$ cat config.mk
export PLATFORM = sky130hd
export DESIGN_NAME = green_bar_ctrl
export DESIGN_NICKNAME = d
export VERILOG_FILES = /design/src/rtl/overlay_pkg.sv /design/src/rtl/bar_stepper.sv /design/src/rtl/green_bar_ctrl.sv
export SDC_FILE = /design/constraint.sdc
export NUM_CORES = 1
export LEC_CHECK = 0
export BUFFER_PORTS_ARGS = -buffer_cell sky130_fd_sc_hd__buf_4
export CAP_MARGIN = 20
export CORE_MARGIN = 4
export CORE_UTILIZATION = 30
export CTS_BUF_LIST = sky130_fd_sc_hd__clkbuf_16
export CTS_CLUSTER_SIZE = 40
export DETAILED_ROUTE_END_ITERATION = 6
export MAX_ROUTING_LAYER = met4
export SLEW_MARGIN = 25
export SYNTH_ARGS = -nofsm -noshare
export SYNTH_HDL_FRONTEND = slang
export SYNTH_HIERARCHICAL = 1
export SYNTH_SLANG_ARGS = --single-unit
$ cat constraint.sdc
create_clock -name clk -period 5.3 [get_ports clk]
set_input_delay 1.06 -clock clk [delete_from_list [all_inputs] [get_ports clk]]
set_output_delay 1.06 -clock clk [all_outputs]
set_load 0.02 [all_outputs]
$ cat src/rtl/overlay_pkg.sv
// Bar geometry and stepper direction codes shared by the bar controller and the overlay drawer.
package overlay_pkg;

  localparam logic [10:0] X1   = 11'd341;
  localparam logic [10:0] X2   = 11'd491;
  localparam logic [9:0]  Y2   = 10'd220;
  localparam logic [10:0] SPAN = X2 - X1;

  localparam logic [1:0] ST_IDLE = 2'd0;
  localparam logic [1:0] ST_RISE = 2'd1;
  localparam logic [1:0] ST_FALL = 2'd2;

  function automatic logic [1:0] bar_dir(input logic [10:0] cur, input logic [10:0] target);
    if (cur < target) return ST_RISE;
    if (cur > target) return ST_FALL;
    return ST_IDLE;
  endfunction

endpackage

$ cat src/rtl/bar_stepper.sv
// Holds the animated bar length and moves it toward the target by at most STEP pixels per step pulse.
module bar_stepper
  import overlay_pkg::*;
#(
  parameter int STEP = 2
) (
  input  logic        clk,
  input  logic        reset,
  input  logic        step,
  input  logic [1:0]  dir,
  input  logic [10:0] target,
  output logic [10:0] cur,
  output logic [10:0] cur_next
);

  localparam logic [10:0] STEP_W = 11'(STEP);

  logic [10:0] cur_reg;

  // dir guarantees the sign of target-cur, so the distances below never wrap.
  always_comb begin
    cur_next = cur_reg;
    if (step) begin
      case (dir)
        ST_RISE: cur_next = ((target - cur_reg) > STEP_W) ? cur_reg + STEP_W : target;
        ST_FALL: cur_next = ((cur_reg - target) > STEP_W) ? cur_reg - STEP_W : target;
        default: cur_next = cur_reg;
      endcase
    end
  end

  always_ff @(posedge clk) begin
    if (!reset) cur_reg <= '0;
    else        cur_reg <= cur_next;
  end

  assign cur = cur_reg;

endmodule

$ cat src/rtl/green_bar_ctrl.sv
// Green level-bar sequencer: maps the fish count to a bar target, animates the drawer's
// right edge once per frame and gates the drawer enable, blinking while saturated.
module green_bar_ctrl
  import overlay_pkg::*;
#(
  parameter int CNT_W        = 8,
  parameter int PX_PER_UNIT  = 1,
  parameter int STEP         = 2,
  parameter int BLINK_FRAMES = 16
) (
  input  logic             clk,
  input  logic             reset,
  input  logic             frame_start,
  input  logic             cnt_valid,
  input  logic [CNT_W-1:0] cnt,
  input  logic             clr,
  input  logic             disp_on,
  output logic             en_out,
  output logic [10:0]      T_x,
  output logic [9:0]       T_y,
  output logic             busy,
  output logic             full
);

  localparam int PW = CNT_W + 11;
  localparam int BW = (BLINK_FRAMES > 1) ? $clog2(BLINK_FRAMES) : 1;
  localparam logic [PW-1:0] SPAN_P     = PW'(SPAN);
  localparam logic [BW-1:0] BLINK_LAST = BW'(BLINK_FRAMES - 1);

  logic [PW-1:0] prod;
  logic [10:0]   target_reg;
  logic          full_reg;
  logic [10:0]   cur;
  logic [10:0]   cur_next;
  logic [1:0]    state;
  logic [BW-1:0] blink_cnt_reg, blink_cnt_next;
  logic          blink_ph_reg, blink_ph_next;
  logic [10:0]   tx_reg;
  logic          en_reg;

  assign prod = PW'(cnt) * PW'(PX_PER_UNIT);

  // Target latch: a step in the same cycle still sees the previous target.
  always_ff @(posedge clk) begin
    if (!reset) begin
      target_reg <= '0;
      full_reg   <= 1'b0;
    end else if (clr) begin
      target_reg <= '0;
      full_reg   <= 1'b0;
    end else if (cnt_valid) begin
      if (prod >= SPAN_P) begin
        target_reg <= SPAN;
        full_reg   <= 1'b1;
      end else begin
        target_reg <= prod[10:0];
        full_reg   <= 1'b0;
      end
    end
  end

  assign state = bar_dir(cur, target_reg);
  assign busy  = (state != ST_IDLE);

  bar_stepper #(
    .STEP(STEP)
  ) u_stepper (
    .clk      (clk),
    .reset    (reset),
    .step     (frame_start),
    .dir      (state),
    .target   (target_reg),
    .cur      (cur),
    .cur_next (cur_next)
  );

  // Blink only counts frames while the bar is parked at the saturated limit.
  always_comb begin
    blink_cnt_next = blink_cnt_reg;
    blink_ph_next  = blink_ph_reg;
    if (!(full_reg && (state == ST_IDLE))) begin
      blink_cnt_next = '0;
      blink_ph_next  = 1'b1;
    end else if (frame_start) begin
      if (blink_cnt_reg == BLINK_LAST) begin
        blink_cnt_next = '0;
        blink_ph_next  = ~blink_ph_reg;
      end else begin
        blink_cnt_next = blink_cnt_reg + 1'b1;
      end
    end
  end

  always_ff @(posedge clk) begin
    if (!reset) begin
      blink_cnt_reg <= '0;
      blink_ph_reg  <= 1'b1;
      tx_reg        <= X1;
      en_reg        <= 1'b0;
    end else begin
      blink_cnt_reg <= blink_cnt_next;
      blink_ph_reg  <= blink_ph_next;
      if (frame_start) begin
        tx_reg <= X1 + cur_next;
        en_reg <= disp_on & (cur_next != 11'd0) & blink_ph_next;
      end
    end
  end

  assign T_x    = tx_reg;
  assign T_y    = Y2;
  assign en_out = en_reg;
  assign full   = full_reg;

endmodule

After elaboration in Yosys (flattened, before gate mapping) --
Index checks and enable logic that the tools add are counted.
Cells by class: equality and inequality tests 3, mux-type cells 17, multiply operators 0, reduce and logical (&&, ||, !) cells 6, bitwise logic cells 4, divide/modulo/power cells 0, $lt $le $gt $ge 5, add/sub/neg operators 6, shift-type cells 0
Operators by type and width (count):
- two-way mux 11 bit | 3
- greater-than comparator 11 x 2 -> 1 bit, second input constant | 2
- one-hot mux 11 bit (2 select lines) | 1
- subtractor 11 bit | 2
- adder 11 x 2 -> 11 bit, second input constant | 1
- adder 9 x 11 -> 11 bit, first input constant | 1
- greater-than comparator 11 bit | 1
- less-than comparator 11 bit | 1
- nonzero test 11 bit | 1
- subtractor 11 x 2 -> 11 bit, second input constant | 1
- >= comparator 8 bit, second input constant | 1
- two-way mux 2 bit | 4
- two-way mux 8 bit | 1
- two-way mux 1 bit | 7
- adder 4 x 1 -> 4 bit, second input constant | 1
- equality test 4 bit, second input constant | 1
- two-way mux 4 bit | 1
- AND 1 bit | 2
- equality test 2 x 1 -> 1 bit, second input constant | 1
- equality test 2 bit, second input constant | 1
- zero test 2 bit | 1
- NOT 1 bit | 2
- AND reduction 2 bit | 1
- nonzero test 2 bit | 1
- other kinds (2) | 2
Word-level totals: bits in writable memories 0, input bits 14, word-level logic and storage cells 48, ROM bits 0, memories 0, bits in registers 40, output and inout port bits 24, latch bits 0

Depth between registers and ports, before layout --
depth after elaboration 11, mapped depth 18, depth with buffers taken out 17

Hierarchy --
The synthesis kept the hierarchy.
Modules (own cells, without submodules):
- bar_stepper | area an instance 2413.6 um^2, instances 1, cells each 319, sequential area each 220.2 um^2
- green_bar_ctrl | area an instance 1590.3 um^2, instances 1, cells each 188, sequential area each 520.5 um^2

Worst setup path after synthesis --
Ideal clock, no wire load.
kind flip-flop to flip-flop, start point register u_stepper.cur_reg[1] (netlist: u_stepper/cur[1]), end point register tx_reg[8] (netlist: T_x[8]), stages on the path, launching flop included 15, arrival time 3.932 ns, library setup time 0.133 ns, data required time 5.167 ns, path buffers 1, path slack 1.234 ns, period minus slack after synthesis 4.066 ns, path through dfxtp_1 clkbuf_1 inv_1 fa_1 a21o_1 a221o_1 a211oi_2 o32a_2 nand4_2 nor2_1 mux2_2 a31oi_1 o21ai_0 a2111oi_0 nor3_1
Between the ends: longest elaborated chain between the ends 9, elaborated cells between the ends (all ways) 21, those cells by class add/sub (5); order compare (4); eq/ne (2); mux (10)
RTL lines:
- start, declared | RTL line bar_stepper.sv:18 | logic [10:0] cur_reg;
- start signal, assigned | RTL line bar_stepper.sv:34 | else cur_reg <= cur_next;
- branches (longest 6 deep; another with subtractor 11 bit)
- one-hot mux 11 bit (2 select lines) (*) | RTL line bar_stepper.sv:24 | case (dir)
- two-way mux 11 bit (*) | RTL line bar_stepper.sv:23 | if (step) begin
- named net cur_next[4] | RTL line green_bar_ctrl.sv:34 | logic [10:0] cur_next;
- adder 9 x 11 -> 11 bit (*) | RTL line green_bar_ctrl.sv:104 | tx_reg <= X1 + cur_next;
- end signal, assigned | RTL line green_bar_ctrl.sv:104
- end, declared | RTL line green_bar_ctrl.sv:38 | logic [10:0] tx_reg;
Mark *: on every way through the listed nets, which the timed path passes. The select of a mux whose other input is x is not followed. A chain may end at the register's enable or synchronous reset.

Worst setup path after layout --
Ends and elaborated chain as after synthesis.

==> impl_metrics.sql <==
INSERT INTO impl_metrics (metric_group, metric, value, unit) VALUES
('detailed_routing', 'routed_via_density', '5.50', ''),
('placed_design', 'port_buffers', '27', ''),
('final_layout', 'layout.cells.most_common_list', 'sky130_fd_sc_hd__inv_1, sky130_fd_sc_hd__dfxtp_1, sky130_fd_sc_hd__nand2_1, sky130_fd_sc_hd__ha_1', ''),
('job', 'drv_cap', '0', ''),
('timing', 'worstMarginPinSlew', '0.794', 'ns'),
('setup_path', 'worst_ep_arrival_time', '5.05', 'ns'),
('floorplan', 'die_height', '124', 'um'),
('floorplan', 'die-width', '124', 'um'),
('min_path', 'hold_path.class', 'reg2reg', ''),
('setup_path', 'timing.critical_path.buf_inv', '1', ''),
('clock_tree', 'tritoncts', 'yes', ''),
('floorplan', 'start_util', '31.2', '%'),
('setup_path', 'timing.critical_path.fanout_max', '12', ''),
('logic_synthesis', 'synth.cell_area', '4000', 'sq um'),
('logic_synthesis', 'postSynthAreaPerCell', '7.90', 'sq um'),
('detailed_routing', 'routed_wirelength', '11600', 'um'),
('power', 'leakagePower', '1.73', 'nW'),
('logic_synthesis', 'synth-seq-area-share', '18.5', '%'),
('logic_synthesis', 'async_flop_share', '0', '%'),
('timing', 'finalWorstPathRequiredPeriod', '4.88', 'ns'),
('floorplan', 'fp-row-count', '41', ''),
('timing', 'finalSetupViolations', '0', ''),
('final_layout', 'nNetsFinal', '579', ''),
('logic_synthesis', 'edff_count_synth', '0', ''),
('detailed_routing', 'drcViolationCount', '0', ''),
('detailed_routing', 'iter_0_drt_violations', '344', ''),
('clock_tree', 'cts_resized', '0', ''),
('timing', 'timing.final.max_slew_violations', '0', ''),
('power', 'power.ir.vdd_worst', '0.000263', 'V'),
('final_layout', 'area.growth.synth_to_final', '10.7', '%'),
('setup_path', 'worst_path_dominant_cell_family', 'compound AO/OA/AOI/OAI gates', ''),
('timing', 'final_critical_path_setup_slack', '0.416', 'ns'),
('min_path', 'worstHoldPathCells', '2', ''),
('logic_synthesis', 'yosys_warnings', '6', ''),
('clock_tree', 'clkLatencyLatePin', '0.29', 'ns'),
('timing', 'max_freq', '205', 'MHz'),
('setup_path', 'worstPathCellList', 'inv_1 -> fa_1 -> a21o_1 -> a221o_1 -> a211oi_2 -> o32a_2 -> nand4_2 -> nor2_1 -> mux2_2 -> a31oi_1 -> o21ai_0 -> a2111oi_0 -> nor3_1', ''),
('global_route', 'grt_pass1_wl', '18600', 'um'),
('setup_path', 'timing.critical_path.from_type', 'register', ''),
('timing', 'final_hold_vio_count', '0', ''),
('power', 'power_density', '582', 'nW/um^2'),
('clock_tree', 'post_cts_hold_buffer_count', '0', ''),
('floorplan', 'top_level_ports', '38', ''),
('detailed_routing', 'post_drt_wl_per_cell', '16.5', 'um'),
('setup_path', 'crit_type', 'reg2reg', ''),
('timing', 'finClkSkew', '0.00764', 'ns'),
('timing', 'fin_setup_tns', '0', 'ns'),
('global_route', 'grt_remaining_overflow', '0', ''),
('outcome', 'status', 'finished clean', ''),
('setup_path', 'cp_data_required_time', '5.46', 'ns'),
('global_route', 'grt_pass1_vias', '3581', ''),
('detailed_routing', 'detail-route-antenna-nets', '0', ''),
('final_layout', 'num_antenna_cells', '0', ''),
('final_layout', 'post_route_cells_drive_above_1_share', '13.4', '%'),
('clock_tree', 'htree_levels', '2', ''),
('global_route', 'globalRouteTotalUtil', '15.8', '%'),
('floorplan', 'core', '12800', 'sq um'),
('clock_tree', 'clk_path_buf_depth', '2', ''),
('detailed_routing', 'overall_via_count_from_detail_route', '3857', ''),
('setup_path', 'slowest_cell_on_the_critical_path', 'sky130_fd_sc_hd__dfxtp_1', ''),
('setup_path', 'worst_path_largest_cell_delay', '0.66', 'ns'),
('clock_tree', 'tritoncts_num_sinks', '37', ''),
('logic_synthesis', 'synth_seq_cells', '37', ''),
('logic_synthesis', 'dominantRegCellSynth', 'sky130_fd_sc_hd__dfxtp_1', ''),
('final_layout', 'mostFrequentLayoutCell', 'sky130_fd_sc_hd__inv_1', ''),
('detailed_routing', 'dr.pass1.iters', '5', ''),
('logic_synthesis', 'number_of_distinct_standard_cells_referenced_by_the_synthesized_netlist', '83', ''),
('clock_tree', 'numCtsBuffers', '5', ''),
('timing', 'setup_repair_after_global_routing_missed_its_margin', 'false', ''),
('logic_synthesis', 'synth_cells', '507', ''),
('clock_tree', 'cts-root-buf', 'sky130_fd_sc_hd__clkbuf_16', '');
[cells by family after synthesis]
kind of cell	count (synthesis)	share of synthesized area (%)
AO/OA/AOI/OAI	154	27.7
other	2	0.188
adder cells (fa/ha/maj)	37	11.9
AND/OR/NAND/NOR	156	21.7
buffers and inverters	83	11.2
multiplexers	9	2.47
flip-flops	37	18.5
XOR/XNOR	29	6.34
[per-stage QoR]
step / instance area (sq um) / total power [W] / hold slack (ns) / util (%) / cells
5_1_grt: 4430 / 0.00279 / 0.523 / 34.6 / 701
6_report: 4430 / 0.00258 / 0.489 / 34.6 / 701
3_3_place_gp: 4250 / 0.00218 / 0.467 / 33.2 / 693
4_1_cts: 4420 / 0.00255 / 0.493 / 34.5 / 701
3_5_place_dp: 4250 / 0.00219 / 0.475 / 33.2 / 693
2_1_floorplan: 4080 / 0.00185 / 0.458 / - / 526
[power by group]
part | leakage [nW] | total (W) | internal (W) | switching, W
sequential | 0.303 | 0.000406 | 0.000333 | 0.0000732
combinational | 1.35 | 0.00183 | 0.000709 | 0.00112
clock | 0.0852 | 0.000345 | 0.000221 | 0.000124
[cell type report]
| class | instances | area [sq um] |
|---|---|---|
| fillers | 1349 | 8390 |
| multi-input cells | 406 | 2900 |
| flip-flops and latches | 37 | 741 |
| repair buffers | 31 | 233 |
| well taps | 172 | 215 |
| inverters | 47 | 176 |
| clock buffers | 5 | 125 |
| clock inverters | 3 | 42.5 |
[cells in the mapped netlist, drive strengths merged, types with 3 or more instances]
master	n	area, sq um
inv	47	176
dfxtp	37	741
nand2	36	143
ha	35	438
nor2	31	116
o21ai	29	145
a21oi	27	135
xnor2	21	184
buf	19	138
a31oi	17	106
clkbuf	17	134
nand3	15	75.1
nor3	15	75.1
o211ai	14	105
a311oi	11	96.3
nor2b	11	78.8
nor4	11	83.8
and3	8	57.6
xor2	8	70.1
a211oi	7	57.6
a21o	7	52.6
nand2b	6	37.5
nand4	6	43.8
mux2i	5	50.1
o2111ai	5	50.0
or3	5	36.3
a2bb2oi	4	35.0
mux2	4	48.8
o21a	4	30.0
o221a	4	45.0
nand4b	3	26.3
[layer usage]
| layer | wire length (um) | track usage [%] | vias up |
|---|---|---|---|
| li1 | - | - | 1864 |
| met1 | 5470 | 21.7 | 1830 |
| met2 | 5340 | 24.6 | 145 |
| met3 | 625 | 2.15 | 18 |
| met4 | 163 | 3.67 | 0 |
| met5 | 0 | - | - |
[tightest hold or removal path: cells and delay by family, from the launching register on]
| family | cells | cell delay [ns] |
|---|---|---|
| DFF | 1 | 0.31 |
| and+or+nand+nor | 1 | 0.07 |
| AOI/OAI and AO/OA | 1 | 0.06 |
[path summary, 6_finish.rpt]
kind / from / slack [ns] / end
worst max-delay path: u_stepper/cur[1]$_SDFF_PN0_ / 0.42 / T_x[8]$_SDFFE_PN1P_
worst min-delay path: en_out$_SDFFE_PN0P_ / 0.49 / en_out$_SDFFE_PN0P_
worst max register to register: u_stepper/cur[1]$_SDFF_PN0_ / 0.42 / T_x[8]$_SDFFE_PN1P_
worst min register to register: en_out$_SDFFE_PN0P_ / 0.49 / en_out$_SDFFE_PN0P_
(Power assumes the default switching activity.)
